## config.mk

```make
export PLATFORM = sky130hd
export DESIGN_NAME = write_stage_flat
export DESIGN_NICKNAME = d
export VERILOG_FILES = /design/src/rtl/write_stage_if.sv /design/src/rtl/write_stage.sv /design/src/flat_wrapper.sv
export SDC_FILE = /design/constraint.sdc
export NUM_CORES = 1
export LEC_CHECK = 0
export ABC_AREA = 1
export CAP_MARGIN = 20
export CORE_UTILIZATION = 25
export CTS_BUF_LIST = sky130_fd_sc_hd__clkbuf_4
export DETAILED_ROUTE_END_ITERATION = 10
export RECOVER_POWER = 100
export SYNTH_ARGS = -nofsm -noshare
export SYNTH_HDL_FRONTEND = slang
export SYNTH_SLANG_ARGS = --single-unit
```

## constraint.sdc

```tcl
create_clock -name clock -period 6.94 [get_ports clock]
set_input_delay 2.082 -clock clock [delete_from_list [all_inputs] [get_ports clock]]
set_output_delay 2.082 -clock clock [all_outputs]
set_load 0.02 [all_outputs]
```

## src/rtl/write_stage_if.sv

```systemverilog
// Execute-to-writeback bundle: the result bundle flows from execute (master)
// to write_stage (slave); in_hold flows back as the stall.
interface write_stage_if;
  logic        in_valid;
  logic        in_hold;
  logic [31:0] pc;
  logic [4:0]  destination_register;
  logic        is_writing_memory;
  logic [3:0]  flags;
  logic [31:0] destination_value;
  logic        has_upper_value;
  logic [31:0] upper_value;
  logic [31:0] adjustment_value;
  logic        has_flushed;

  modport master (
    output in_valid, pc, destination_register, is_writing_memory, flags,
           destination_value, has_upper_value, upper_value, adjustment_value,
           has_flushed,
    input  in_hold
  );

  modport slave (
    input  in_valid, pc, destination_register, is_writing_memory, flags,
           destination_value, has_upper_value, upper_value, adjustment_value,
           has_flushed,
    output in_hold
  );
endinterface

```

## src/rtl/write_stage.sv

```systemverilog
// Final pipeline stage: retires execute bundles into register-file, flags or memory writes.
// Optional WRITE_STAGE_STATS_EN adds retired_count and stall_count outputs.
module write_stage #(
  parameter logic [4:0] FLAGS_INDEX = 5'd31
) (
  input  logic         clock,
  input  logic         reset,
  write_stage_if.slave bundle,
  output logic         rf_we,
  output logic [4:0]   rf_index,
  output logic [31:0]  rf_value,
  output logic         flags_we,
  output logic [3:0]   flags_value,
  output logic         mem_write,
  output logic [31:0]  mem_address,
  output logic [31:0]  mem_data,
  input  logic         mem_waitrequest,
  output logic [31:0]  retired_pc
`ifdef WRITE_STAGE_STATS_EN
  ,
  output logic [31:0]  retired_count,
  output logic [31:0]  stall_count
`endif
);

  typedef enum logic [1:0] {IDLE, UPPER, MEM} state_t;

  state_t      state, next_state;
  logic        hold;
  logic        accept;
  logic        rf_we_n, flags_we_n, mem_write_n;
  logic [4:0]  rf_index_n;
  logic [31:0] rf_value_n, mem_address_n, mem_data_n, retired_pc_n;
  logic [3:0]  flags_value_n;
  logic [4:0]  pending_index, pending_index_n;
  logic [31:0] pending_upper, pending_upper_n;

  // Execute moves on after the accepting edge, so the upper half is captured then.
  assign hold           = (state == UPPER) || ((state == MEM) && mem_waitrequest);
  assign bundle.in_hold = hold;
  assign accept         = bundle.in_valid && !hold;

  always_ff @(posedge clock or posedge reset) begin
    if (reset) begin
      state         <= IDLE;
      rf_we         <= 1'b0;
      rf_index      <= '0;
      rf_value      <= '0;
      flags_we      <= 1'b0;
      flags_value   <= '0;
      mem_write     <= 1'b0;
      mem_address   <= '0;
      mem_data      <= '0;
      retired_pc    <= '0;
      pending_index <= '0;
      pending_upper <= '0;
    end else begin
      state         <= next_state;
      rf_we         <= rf_we_n;
      rf_index      <= rf_index_n;
      rf_value      <= rf_value_n;
      flags_we      <= flags_we_n;
      flags_value   <= flags_value_n;
      mem_write     <= mem_write_n;
      mem_address   <= mem_address_n;
      mem_data      <= mem_data_n;
      retired_pc    <= retired_pc_n;
      pending_index <= pending_index_n;
      pending_upper <= pending_upper_n;
    end
  end

  always_comb begin
    next_state      = state;
    rf_we_n         = 1'b0;
    rf_index_n      = rf_index;
    rf_value_n      = rf_value;
    flags_we_n      = 1'b0;
    flags_value_n   = flags_value;
    mem_write_n     = mem_write;
    mem_address_n   = mem_address;
    mem_data_n      = mem_data;
    retired_pc_n    = retired_pc;
    pending_index_n = pending_index;
    pending_upper_n = pending_upper;

    if (state == UPPER) begin
      // A wrap to r0 is dropped; the flags register is overwritten on purpose.
      rf_we_n    = (pending_index != 5'd0) || (pending_index == FLAGS_INDEX);
      rf_index_n = pending_index;
      rf_value_n = pending_upper;
      next_state = IDLE;
    end else if (accept) begin
      mem_write_n = 1'b0;
      next_state  = IDLE;
      if (!bundle.has_flushed) begin
        retired_pc_n = bundle.pc;
        if (bundle.is_writing_memory) begin
          mem_write_n   = 1'b1;
          mem_address_n = bundle.adjustment_value;
          mem_data_n    = bundle.destination_value;
          next_state    = MEM;
        end else begin
          rf_we_n         = (bundle.destination_register != 5'd0);
          rf_index_n      = bundle.destination_register;
          rf_value_n      = bundle.destination_value;
          flags_we_n      = 1'b1;
          flags_value_n   = bundle.flags;
          pending_index_n = bundle.destination_register + 5'd1;
          pending_upper_n = bundle.upper_value;
          if (bundle.has_upper_value) next_state = UPPER;
        end
      end
    end else if ((state == MEM) && !mem_waitrequest) begin
      mem_write_n = 1'b0;
      next_state  = IDLE;
    end
  end

`ifdef WRITE_STAGE_STATS_EN
  always_ff @(posedge clock or posedge reset) begin
    if (reset) begin
      retired_count <= '0;
      stall_count   <= '0;
    end else begin
      if (accept && !bundle.has_flushed) retired_count <= retired_count + 32'd1;
      if (hold) stall_count <= stall_count + 32'd1;
    end
  end
`endif

endmodule

```

## src/flat_wrapper.sv

```systemverilog
// flat-port wrapper written by rule: the top's interface ports become plain ports
module write_stage_flat 
#(
  parameter logic [4:0] FLAGS_INDEX = 5'd31
)
  (clock, reset, rf_we, rf_index, rf_value, flags_we, flags_value, mem_write, mem_address, mem_data, mem_waitrequest, retired_pc, bundle_in_valid, bundle_pc, bundle_destination_register, bundle_is_writing_memory, bundle_flags, bundle_destination_value, bundle_has_upper_value, bundle_upper_value, bundle_adjustment_value, bundle_has_flushed, bundle_in_hold);
  write_stage_if bundle_i ();
  input  logic clock;
  input  logic reset;
  output logic rf_we;
  output logic [4:0] rf_index;
  output logic [31:0] rf_value;
  output logic flags_we;
  output logic [3:0] flags_value;
  output logic mem_write;
  output logic [31:0] mem_address;
  output logic [31:0] mem_data;
  input  logic mem_waitrequest;
  output logic [31:0] retired_pc;
  input wire logic [$bits(bundle_i.in_valid)-1:0] bundle_in_valid;
  input wire logic [$bits(bundle_i.pc)-1:0] bundle_pc;
  input wire logic [$bits(bundle_i.destination_register)-1:0] bundle_destination_register;
  input wire logic [$bits(bundle_i.is_writing_memory)-1:0] bundle_is_writing_memory;
  input wire logic [$bits(bundle_i.flags)-1:0] bundle_flags;
  input wire logic [$bits(bundle_i.destination_value)-1:0] bundle_destination_value;
  input wire logic [$bits(bundle_i.has_upper_value)-1:0] bundle_has_upper_value;
  input wire logic [$bits(bundle_i.upper_value)-1:0] bundle_upper_value;
  input wire logic [$bits(bundle_i.adjustment_value)-1:0] bundle_adjustment_value;
  input wire logic [$bits(bundle_i.has_flushed)-1:0] bundle_has_flushed;
  output wire logic [$bits(bundle_i.in_hold)-1:0] bundle_in_hold;
  assign bundle_i.in_valid = bundle_in_valid;
  assign bundle_i.pc = bundle_pc;
  assign bundle_i.destination_register = bundle_destination_register;
  assign bundle_i.is_writing_memory = bundle_is_writing_memory;
  assign bundle_i.flags = bundle_flags;
  assign bundle_i.destination_value = bundle_destination_value;
  assign bundle_i.has_upper_value = bundle_has_upper_value;
  assign bundle_i.upper_value = bundle_upper_value;
  assign bundle_i.adjustment_value = bundle_adjustment_value;
  assign bundle_i.has_flushed = bundle_has_flushed;
  assign bundle_in_hold = bundle_i.in_hold;
  write_stage #(.FLAGS_INDEX(FLAGS_INDEX)) u_core (.clock(clock), .reset(reset), .bundle(bundle_i), .rf_we(rf_we), .rf_index(rf_index), .rf_value(rf_value), .flags_we(flags_we), .flags_value(flags_value), .mem_write(mem_write), .mem_address(mem_address), .mem_data(mem_data), .mem_waitrequest(mem_waitrequest), .retired_pc(retired_pc));
endmodule
```

Yosys cells after proc, flatten, opt, wreduce, memory -nomap -nowiden --
Index checks and enable logic that the tools add are counted.
Storage, ports and cells: bits in registers 179, bits of input ports 144, output and inout bits 141, logic and storage cells 64
Cells by class: add/subtract/negate cells 1, equality and inequality tests 5, multiplexer cells 26, bitwise operators 3, reductions and logical operators 17
Operators with widths (number):
- $mux 32 | 4
- $mux 5 | 4
- $mux 1 | 13
- $mux 2 | 5
- $reduce_bool 5->1 | 2
- $reduce_and 4->1 | 2
- $reduce_and 3->1 | 2
- $add 5x1->5 const B | 1
- $eq 5x5->1 const B | 1
- $ne 2x1->1 const B | 2
- $reduce_bool 2->1 | 2
- $logic_and 1x1->1 | 3
- $not 1->1 | 3
- $reduce_bool 3->1 | 1
- $eq 2x1->1 const B | 1
- $eq 2x2->1 const B | 1
- $logic_not 1->1 | 2
- $logic_or 1x1->1 | 2
- $reduce_and 2->1 | 1

Longest topological paths before layout --
word-level depth 7, mapped depth 9, gate-level depth less buffers 7

Worst setup path before layout --
OpenSTA, ideal clock, no wires.
path kind in2out, start input port mem_waitrequest, end output port bundle_in_hold, arrival 2.371 ns, data required time 4.858 ns, path slack 2.487 ns, stages 2, cells stage by stage nand3_1 nand2_1
On the way: cells in the longest elaborated chain, start to end 2
RTL lines:
- start, declared | line flat_wrapper.sv:18 | input logic mem_waitrequest;
- $logic_and 1x1->1 | line write_stage.sv:39 | assign hold = (state == UPPER) || ((state == MEM) && mem_waitrequest);
- $logic_or 1x1->1 | line write_stage.sv:39
- end, declared | line flat_wrapper.sv:30 | output wire logic [$bits(bundle_i.in_hold)-1:0] bundle_in_hold;
Every way passes these cells.

Worst setup path after layout --
Same ends and word-level chain as after synthesis.

==> flow_summary.toml <==
[finish]
multiInputGateArea_um2 = 2600
seqCellArea_um2 = 4480
layout.nets = 1310
syn2layout_area_growth_pct = 47.9
fillers = 2958
finalInstanceArea_um2 = 10900
drive_gt1_frac = 0.0357

[routing]
drcViolationCount = 0
drt-pass1-iter-count = 4
drt-initial-drc-count = 271
vias = 6486
drtAntennaViolNets = 0
vias_per_cell = 4.15
routedWlPerCell_um = 14.3
routed_wl_mm = 22.3

[synthesis]
yosysMostFrequentCell = "nand2_1"
syn_area_per_cell_um2 = 8.19
async_flop_share = 1.00
syn-cell-area_um2 = 7340
synth_nets = 1043
synth_ff_type = "dfrtp_1"
yosys.area.top_type = "dfrtp_1"
synth_edf_count = 0
ys_top_cells_by_area = "dfrtp_1 61%, nand2_1 30%, nand3_1 2.9%"
ys_seq_area_frac = 0.610
yosysWarnings = 0
synth_cell_types = 19
synth_seq_cells = 179
synthTopCellsByCount = "592 x nand2_1, 179 x dfrtp_1, 42 x nand3_1"
synthCells = 897
synth_top_area_frac = 0.610

[clock_tree]
postCtsSetupRepairBufs = 0
cts_tree = "done"
htree_num_levels = 4
cts_inserted_buffers = 17
clk_latency_ns = 0.56
clk_pin_slew_ns = 0.15
cts_hold_buf = 0
cts.repair.resized = 0
clock-sinks = 179
cts-root-buf = "clkbuf_4"
cts_buffer_depth = 2

[sta]
fin_skew_ns = 0.0405
maxSlewViolCount = 320
report.final.setup_viol = 0
holdWs_ns = 0.482
rsz0062_at_grt = "false"
max_slew_margin = -1.14
period_needed_ns = 5.58
worstMarginPinSlew_ns = 3.21
hold_viol = 0
setup_tns_ns = 0
fmax_ghz = 0.179
fin_crit_sh = 0.803
setup_ws_ns = 1.36

[floorplanning]
die_y_um = 173
die_area_um2 = 30100
start_util = 0.255
rows = 62
io_pins = 285
coreArea_um2 = 28800
die_width_um = 173

[power]
p_switching_uw = 1010
switching_share = 0.341
clkPwrFrac = 0.235
irDropWorstVdd_mv = 0.113
power_uw = 2950
leakagePower_uw = 0.00561
pwr-share-comb = 0.304
seqPwrFrac = 0.461
powerDensity_nw_per_um2 = 271
p_int_uw = 1940

[run]
drv_cap = 4

[global_route]
grt_max_degree = 180
grt_pass1_wl_mm = 36.1
grt_use_met1 = 0.195
grt_antenna_before_repair = 2
use_met2 = 0.252
busiest_layer = "met2"
grtUsageTotal = 0.151
grt_pass1_vias = 6373
overflow = 0
grt.met3_usage = 0.0382

[worst_setup_path]
crit_fanout = 3
crit_path_start_kind = "input pin"
worstPathArrival_ns = 3.49
worst_setup_path_end_kind = "output pin"
worstPathRequired_ns = 4.86
crit_type = "input pin to output pin"

[placement]
placed_area_um2 = 10600
place_congestion = 0.777
port_buffers = 284
dp.final_hpwl_mm = 14.8
dp_slack_ns = 1.49

[min_path]
hold_path_class = "flop to flop"

[outcome]
status = "finished, violations left"
violations = "capacitance limit, slew limit"
cell usage in the layout, fill, tap and decap left out, drive strengths merged:
cell	n
nand2	593
dfrtp	179
dlygate4sd3	143
clkdlybuf4s50	141
nand3	43
clkbuf	24
inv	13
o21ai	9
clkinv	7
nor2	6
bufinv	4
buf	4
nand4	3
diode	2
xor2	2
ha	2
clkinvlp	1
nand3b	1
xnor2	1
final timing paths:
path | startpoint | endpoint | slack [ns] | cells after the start
worst max-delay path | mem_waitrequest | bundle_in_hold | 1.36 | 4
worst min-delay path | u_core.mem_address[25] | u_core.mem_address[25] | 0.48 | 2
worst max register to register | u_core.state[0] | u_core.mem_address[9] | 3.17 | 8
worst min register to register | u_core.mem_address[25] | u_core.mem_address[25] | 0.48 | 2
max in group asynchronous | reset | u_core.rf_value[15] | 2.33 | 3
min in group asynchronous | reset | u_core.mem_address[21] | 2.88 | 3
critical path: stages:
cell and delay [ns]:
dlygate4sd3_1 0.54, nand3_1 0.12, nand2_1 0.08, dlygate4sd3_1 0.67
stage by stage:
stage	std cells	util
after global routing	1561	0.377
after detailed placement	1528	0.367
after floorplan	897	-
after global placement	1526	0.366
after CTS	1559	0.379
final	1562	0.378
kinds of logic after synthesis:
group	Yosys count	share of synthesized area
buffers and inverters	58	0.0359
xor gates and xnor gates	3	0.00358
DFF	179	0.610
and+or+nand+nor	646	0.341
adders and majority gates	2	0.00341
AOI/OAI and AO/OA	9	0.00613
final cells by class:
class / instances / area share
clock buffers: 18 / 0.0124
well taps: 384 / 0.0442
inverters: 12 / 0.00449
flip-flops and latches: 179 / 0.412
clock inverters: 13 / 0.0185
multi-input cells: 660 / 0.240
repair buffers: 294 / 0.268
diodes: 2 / 0.000461
registers in the layout, summed over array words and instances (netlist names):
| signal | count |
|---|---|
| u_core.rf_value | 32 |
| u_core.flags_we | 1 |
| u_core.rf_we | 1 |
| u_core.mem_address | 32 |
| u_core.mem_write | 1 |
| u_core.rf_index | 5 |
| u_core.mem_data | 32 |
| u_core.pending_upper | 32 |
| u_core.flags_value | 4 |
| u_core.state | 2 |
| u_core.retired_pc | 32 |
| u_core.pending_index | 5 |
per-layer routing:
metal / vias up / share of wire
li1: 3274 / -
met1: 3035 / 0.45
met2: 162 / 0.49
met3: 15 / 0.054
met4: 0 / 0.012
met5: - / 0
power by group through the flow:
stage	sequential, uW	combinational [uW]	clock [uW]
finish	1360	897	693
global route	1390	977	770
CTS	1370	975	729
detailed placement	1390	973	0
global placement	1380	963	0
floorplan	1590	242	0
No activity file was read; power rests on OpenSTA's default activity.
==> RTL edit 1, RTL diff (config.mk and constraints unchanged) <==
Register the output `retired_pc` once more; this adds one clock of latency there. The other outputs are not delayed to match.
--- a/src/rtl/write_stage.sv
+++ b/src/rtl/write_stage.sv
@@ -25,6 +25,8 @@
 
   typedef enum logic [1:0] {IDLE, UPPER, MEM} state_t;
 
+  logic [31:0] retired_pc_s0;
+
   state_t      state, next_state;
   logic        hold;
   logic        accept;
@@ -51,7 +53,7 @@
       mem_write     <= 1'b0;
       mem_address   <= '0;
       mem_data      <= '0;
-      retired_pc    <= '0;
+      retired_pc_s0 <= '0;
       pending_index <= '0;
       pending_upper <= '0;
     end else begin
@@ -64,7 +66,7 @@
       mem_write     <= mem_write_n;
       mem_address   <= mem_address_n;
       mem_data      <= mem_data_n;
-      retired_pc    <= retired_pc_n;
+      retired_pc_s0 <= retired_pc_n;
       pending_index <= pending_index_n;
       pending_upper <= pending_upper_n;
     end
@@ -80,7 +82,7 @@
     mem_write_n     = mem_write;
     mem_address_n   = mem_address;
     mem_data_n      = mem_data;
-    retired_pc_n    = retired_pc;
+    retired_pc_n    = retired_pc_s0;
     pending_index_n = pending_index;
     pending_upper_n = pending_upper;
 
@@ -129,5 +131,9 @@
   end
 `endif
 
+  always_ff @(posedge clock) begin
+    retired_pc <= retired_pc_s0;
+  end
+
 endmodule
 
Check against the original RTL: not equivalent (a bounded check fails within 4 cycles, from zero or initial values and one cycle with reset high).
==> RTL edit 1 against the original RTL <==
The flow still finishes with violations (max-capacitance violations, max-slew violations); final area rose by 11%; utilization rose by 0.41 points; largest power group unchanged; routed wire length increased by 11%; sequential share of layout area up 1.3 points; combinational power increased by 1%; count of clock-buffer cells in the layout grew 74; setup slack lost 0.11 ns; sequential cell count up 32; area after synthesis grew 8.9%; non-clock buffer count is 2 higher; largest cell class unchanged; via count rose by 10%; power up 27%; die area grew 8.8%.
==> RTL edit 1: results (changes against the original RTL) <==
INFO  global_routing grtUsageTotal=15.3% [+0.14 points]
INFO  outcome        status=finished with violations
INFO  power          p_leak=0.00621uW [+11%]
INFO  power          combinationalPowerShare=24.3% [-6.1 points]
INFO  timing         clock_skew=0.0248ns [-0.0156 ns]
INFO  global_routing grt_max_degree=81 [-55%]
INFO  global_routing grt_util_met3=4.80% [+0.98 points]
INFO  run            max_cap_violations=7 [+3]
INFO  place          sum_of_net_half_perimeters_after_detailed_placement=16200um [+9.3%]
INFO  worst_setup_path critical_path_max_stage_delay=0.72ns [+0.05 ns]
INFO  clock_network  insertion_delay=0.68ns [+0.12 ns]
INFO  logic_synthesis yosys.cell_types.count=21 [+2]
INFO  final_layout   proportion_of_layout_cells_with_a_drive_suffix_above_1=8.90% [+5.3 points]
INFO  route          drt-wirelength-per-cell=14.6um [+2.2%]
INFO  route          via_count=7155 [+10%]
INFO  place          place.gp.congestion=0.744 [-4.3%]
INFO  worst_setup_path cp_data_arrival_time=3.61ns [+0.12 ns]
INFO  timing         slew_headroom=-55.5% [+58 points]
INFO  worst_setup_path timing.rr.start=u_core.state[1]$_DFFE_PP0P_
INFO  global_routing grt_pass1_vias=7294 [+14%]
INFO  logic_synthesis post_synth_main_area_contributors=sky130_fd_sc_hd__dfrtp_1 56%, sky130_fd_sc_hd__nand2_1 28%, sky130_fd_sc_hd__dfxtp_1 8.0%
INFO  outcome        failed_checks=max-capacitance violations, max-slew violations
INFO  clock_network  cts_max_level=2 [-2]
INFO  clock_network  cts-root-to-sink-buffers=3 [+1]
INFO  route          detail_route.iter0.violations=291 [+7.4%]
INFO  hold_path      hold_depth=0 [-2]
INFO  global_routing grt_util_met2=25.0% [-0.16 points]
INFO  timing         slew_violations=290 [-9.4%]
INFO  route          dr.max_layer_used=met5
INFO  logic_synthesis synth_sequential_area_ratio=64.0% [+3.0 points]
INFO  clock_network  number_of_buffers_created_by_cts=60 [+43]
INFO  final_layout   design.final.nets=1386 [+5.8%]
INFO  global_routing grt_pass1_wl=39800um [+10%]
RTL edit 1: cell types whose count changed in the layout (fill, tap and decap cells not counted), sizes merged:
cell      before  now
buf            4    6
bufinv         4    2
clkbuf        24   98
clkinv         7   19
clkinvlp       1    2
dfxtp          0   32
diode          2    1
inv           13   11
nand2        593  591
o21ai          9   10
RTL edit 1: per-stage QoR:
step / setup WS (ns) / instances / total power, uW / cell area (sq um)
2_1_floorplan: 2.49 / 929 / 2060 / 8000
3_3_place_gp: 1.35 / 1577 / 2580 / 11200
3_5_place_dp: 1.35 / 1579 / 2600 / 11200
4_1_cts: 1.35 / 1693 / 3880 / 12100
5_1_grt: 1.01 / 1695 / 3980 / 12000
6_report: 1.25 / 1695 / 3740 / 12000
RTL edit 1: cell type report:
cell class,instances,area [sq um]
diodes,1,2.50
clock buffers,92,691
clock inverters,22,149
fillers,3255,19500
inverters,12,46.3
multi-input cells,659,2590
flip-flops and latches,211,5120
well taps,402,503
repair buffers,296,2940
RTL edit 1: logic make-up after synthesis:
| family | count (synthesis) | synth area share, % |
|---|---|---|
| AND/OR/NAND/NOR | 644 | 31.3 |
| flip-flops | 211 | 64.0 |
| buffers and inverters | 59 | 3.47 |
| AO/OA/AOI/OAI | 10 | 0.626 |
| XOR/XNOR | 3 | 0.329 |
| adder cells (fa/ha/maj) | 2 | 0.313 |
RTL edit 1: final timing paths:
kind	slack (ns)	endpoint
setup / recovery	1.25	bundle_in_hold
hold / removal	0.37	u_core.retired_pc[31]$_DFF_P_
setup reg to reg	2.33	u_core.mem_data[31]$_DFFE_PP0P_
hold reg to reg	0.37	u_core.retired_pc[31]$_DFF_P_
max in group asynchronous	2.61	u_core.mem_address[31]$_DFFE_PP0P_
min in group asynchronous	2.04	u_core.retired_pc_s0[4]$_DFFE_PP0P_
==> RTL edit 2, RTL diff (same settings) <==
Without the edit above. `rf_value` no longer has a reset.
--- a/src/rtl/write_stage.sv
+++ b/src/rtl/write_stage.sv
@@ -45,7 +45,6 @@
       state         <= IDLE;
       rf_we         <= 1'b0;
       rf_index      <= '0;
-      rf_value      <= '0;
       flags_we      <= 1'b0;
       flags_value   <= '0;
       mem_write     <= 1'b0;
@@ -58,7 +57,6 @@
       state         <= next_state;
       rf_we         <= rf_we_n;
       rf_index      <= rf_index_n;
-      rf_value      <= rf_value_n;
       flags_we      <= flags_we_n;
       flags_value   <= flags_value_n;
       mem_write     <= mem_write_n;
@@ -68,6 +66,10 @@
       pending_index <= pending_index_n;
       pending_upper <= pending_upper_n;
     end
+  end
+
+  always_ff @(posedge clock) begin
+    rf_value <= rf_value_n;
   end
 
   always_comb begin
Behaviour: not the same (a bounded check fails within 4 cycles, from zero or initial values and one cycle with reset high).
==> RTL edit 2 against the original RTL <==
Count of clock-buffer cells in the layout grew 1; routed wire length is 3.7% lower; non-clock buffer count down 1; clock power down 7.9%; power down 9.1%; area after synthesis decreased by 3.4%; sequential cell count is the same; utilization rose by 0.051 points; first-iteration DRC count rose by 3.7%; final area down 3.1%; setup slack got worse by 0.097 ns; the run still ends with max-capacitance violations, max-slew violations left; clock skew is 0.0075 ns lower.
==> RTL edit 2: results (changes against the original RTL) <==
INFO  outcome        status=finished with violations
INFO  outcome        failed_checks=max-capacitance violations, max-slew violations
INFO  worst_setup_path cp_data_arrival_time=6.14ns [+2.65 ns]
INFO  logic_synthesis synth_area_per_cell=8.97squm [+9.6%]
INFO  worst_setup_path crit_slowest_cell=sky130_fd_sc_hd__clkbuf_1
INFO  worst_setup_path timing.rr.end=u_core.state[0]$_DFFE_PP0P_
INFO  global_routing grtUsageMet1=17.8% [-1.7 points]
INFO  global_routing grt_util_met3=5.57% [+1.8 points]
INFO  logic_synthesis synth_enable_flop_cells=32 [+32]
INFO  global_routing grt_pass1_vias=5727 [-10%]
INFO  final_layout   design.final.nets=1212 [-7.5%]
INFO  final_layout   num_antenna_cells=0 [-2]
INFO  worst_setup_path critPathTopFamily=buffers and inverters
INFO  timing         clock_skew=0.0329ns [-0.00752 ns]
INFO  power          power.ir.vdd_worst=0.112mV [-1.1%]
INFO  place          place.gp.congestion=0.736 [-5.4%]
INFO  logic_synthesis post_synth_main_area_contributors=sky130_fd_sc_hd__dfrtp_1 52%, sky130_fd_sc_hd__nand2_1 28%, sky130_fd_sc_hd__edfxtp_1 14%
INFO  logic_synthesis synth_sequential_area_ratio=65.4% [+4.4 points]
INFO  final_layout   proportion_of_layout_cells_with_a_drive_suffix_above_1=3.34% [-0.23 points]
INFO  power          net-switching-power=862uW [-14%]
INFO  logic_synthesis yosys-top-cells-count=526 x sky130_fd_sc_hd__nand2_1, 147 x sky130_fd_sc_hd__dfrtp_1, 32 x sky130_fd_sc_hd__edfxtp_1
INFO  place          sum_of_net_half_perimeters_after_detailed_placement=14400um [-2.8%]
INFO  route          via_per_inst=4.07 [-1.9%]
INFO  final_layout   fill_cells=2835 [-4.2%]
INFO  logic_synthesis yosys.cell_types.count=23 [+4]
INFO  place          post_dp_cell_area=10300squm [-2.5%]
INFO  logic_synthesis postSynthNetCount=937 [-10%]
INFO  run            max_cap_violations=6 [+2]
INFO  logic_synthesis asyncSetResetFlopFracSynth=82.1% [-18 points]
INFO  hold_path      worstHoldStart=u_core.mem_address[2]$_DFFE_PP0P_
INFO  place          numPlacedInstances=1424 [-6.8%]
INFO  timing         slew_headroom=-67.1% [+47 points]
INFO  global_routing grt_util_met2=24.4% [-0.75 points]
INFO  global_routing grtUsageTotal=14.7% [-0.46 points]
INFO  worst_setup_path critPathMaxFanout=52 [+49]
INFO  global_routing grt_antenna_before_repair=0 [-2]
INFO  route          via_count=5930 [-8.6%]
INFO  timing         timing.hold.ws=0.481ns [-0.000748 ns]
INFO  timing         slew_violations=306 [-4.4%]
RTL edit 2: changes by cell type after synthesis, sizes merged:
cell    unedited run  this run
buf               32        30
clkbuf            14         7
dfrtp            179       147
edfxtp             0        32
nand2            593       527
nand3             43        11
o21ai              9        10
RTL edit 2: area by class of cell:
type | instances | share of cell area (%)
repair buffers | 293 | 27.4
clock buffers | 19 | 1.35
multi-input cells | 563 | 20.8
well taps | 378 | 4.49
inverters | 12 | 0.440
flip-flops and latches | 179 | 44.1
clock inverters | 12 | 1.46
RTL edit 2: metrics by stage:
stage                     utilization [%]  setup WS [ns]  total power, uW
final                                37.8           1.27             2680
after global routing                 37.8          0.724             2860
after CTS                            38.1           1.34             2790
after detailed placement             37.0           1.35             2140
after global placement               36.9           1.36             2120
after floorplan                         -          0.907             1710
RTL edit 2: kinds of logic after synthesis:
kind of cell,synth area share [%]
buffers and inverters,3.54
AND/OR/NAND/NOR,29.7
flip-flops,65.4
XOR/XNOR,0.370
AO/OA/AOI/OAI,0.705
adder cells (fa/ha/maj),0.352
RTL edit 2: routing by layer:
layer	up-vias	wire length, um
met1	2735	9270
met4	0	235
met2	210	10100
li1	2972	-
met5	-	0
met3	13	1870
RTL edit 2: worst max-delay path by stage:
| stage | startpoint | to |
|---|---|---|
| final | mem_waitrequest | u_core.state[0]$_DFFE_PP0P_ |
| after global routing | reset | u_core.pending_upper[9]$_DFFE_PP0P_ |
| after CTS | mem_waitrequest | bundle_in_hold |
| after detailed placement | mem_waitrequest | bundle_in_hold |
| after global placement | mem_waitrequest | bundle_in_hold |
| after floorplan | reset | u_core.flags_value[0]$_DFFE_PP0P_ |
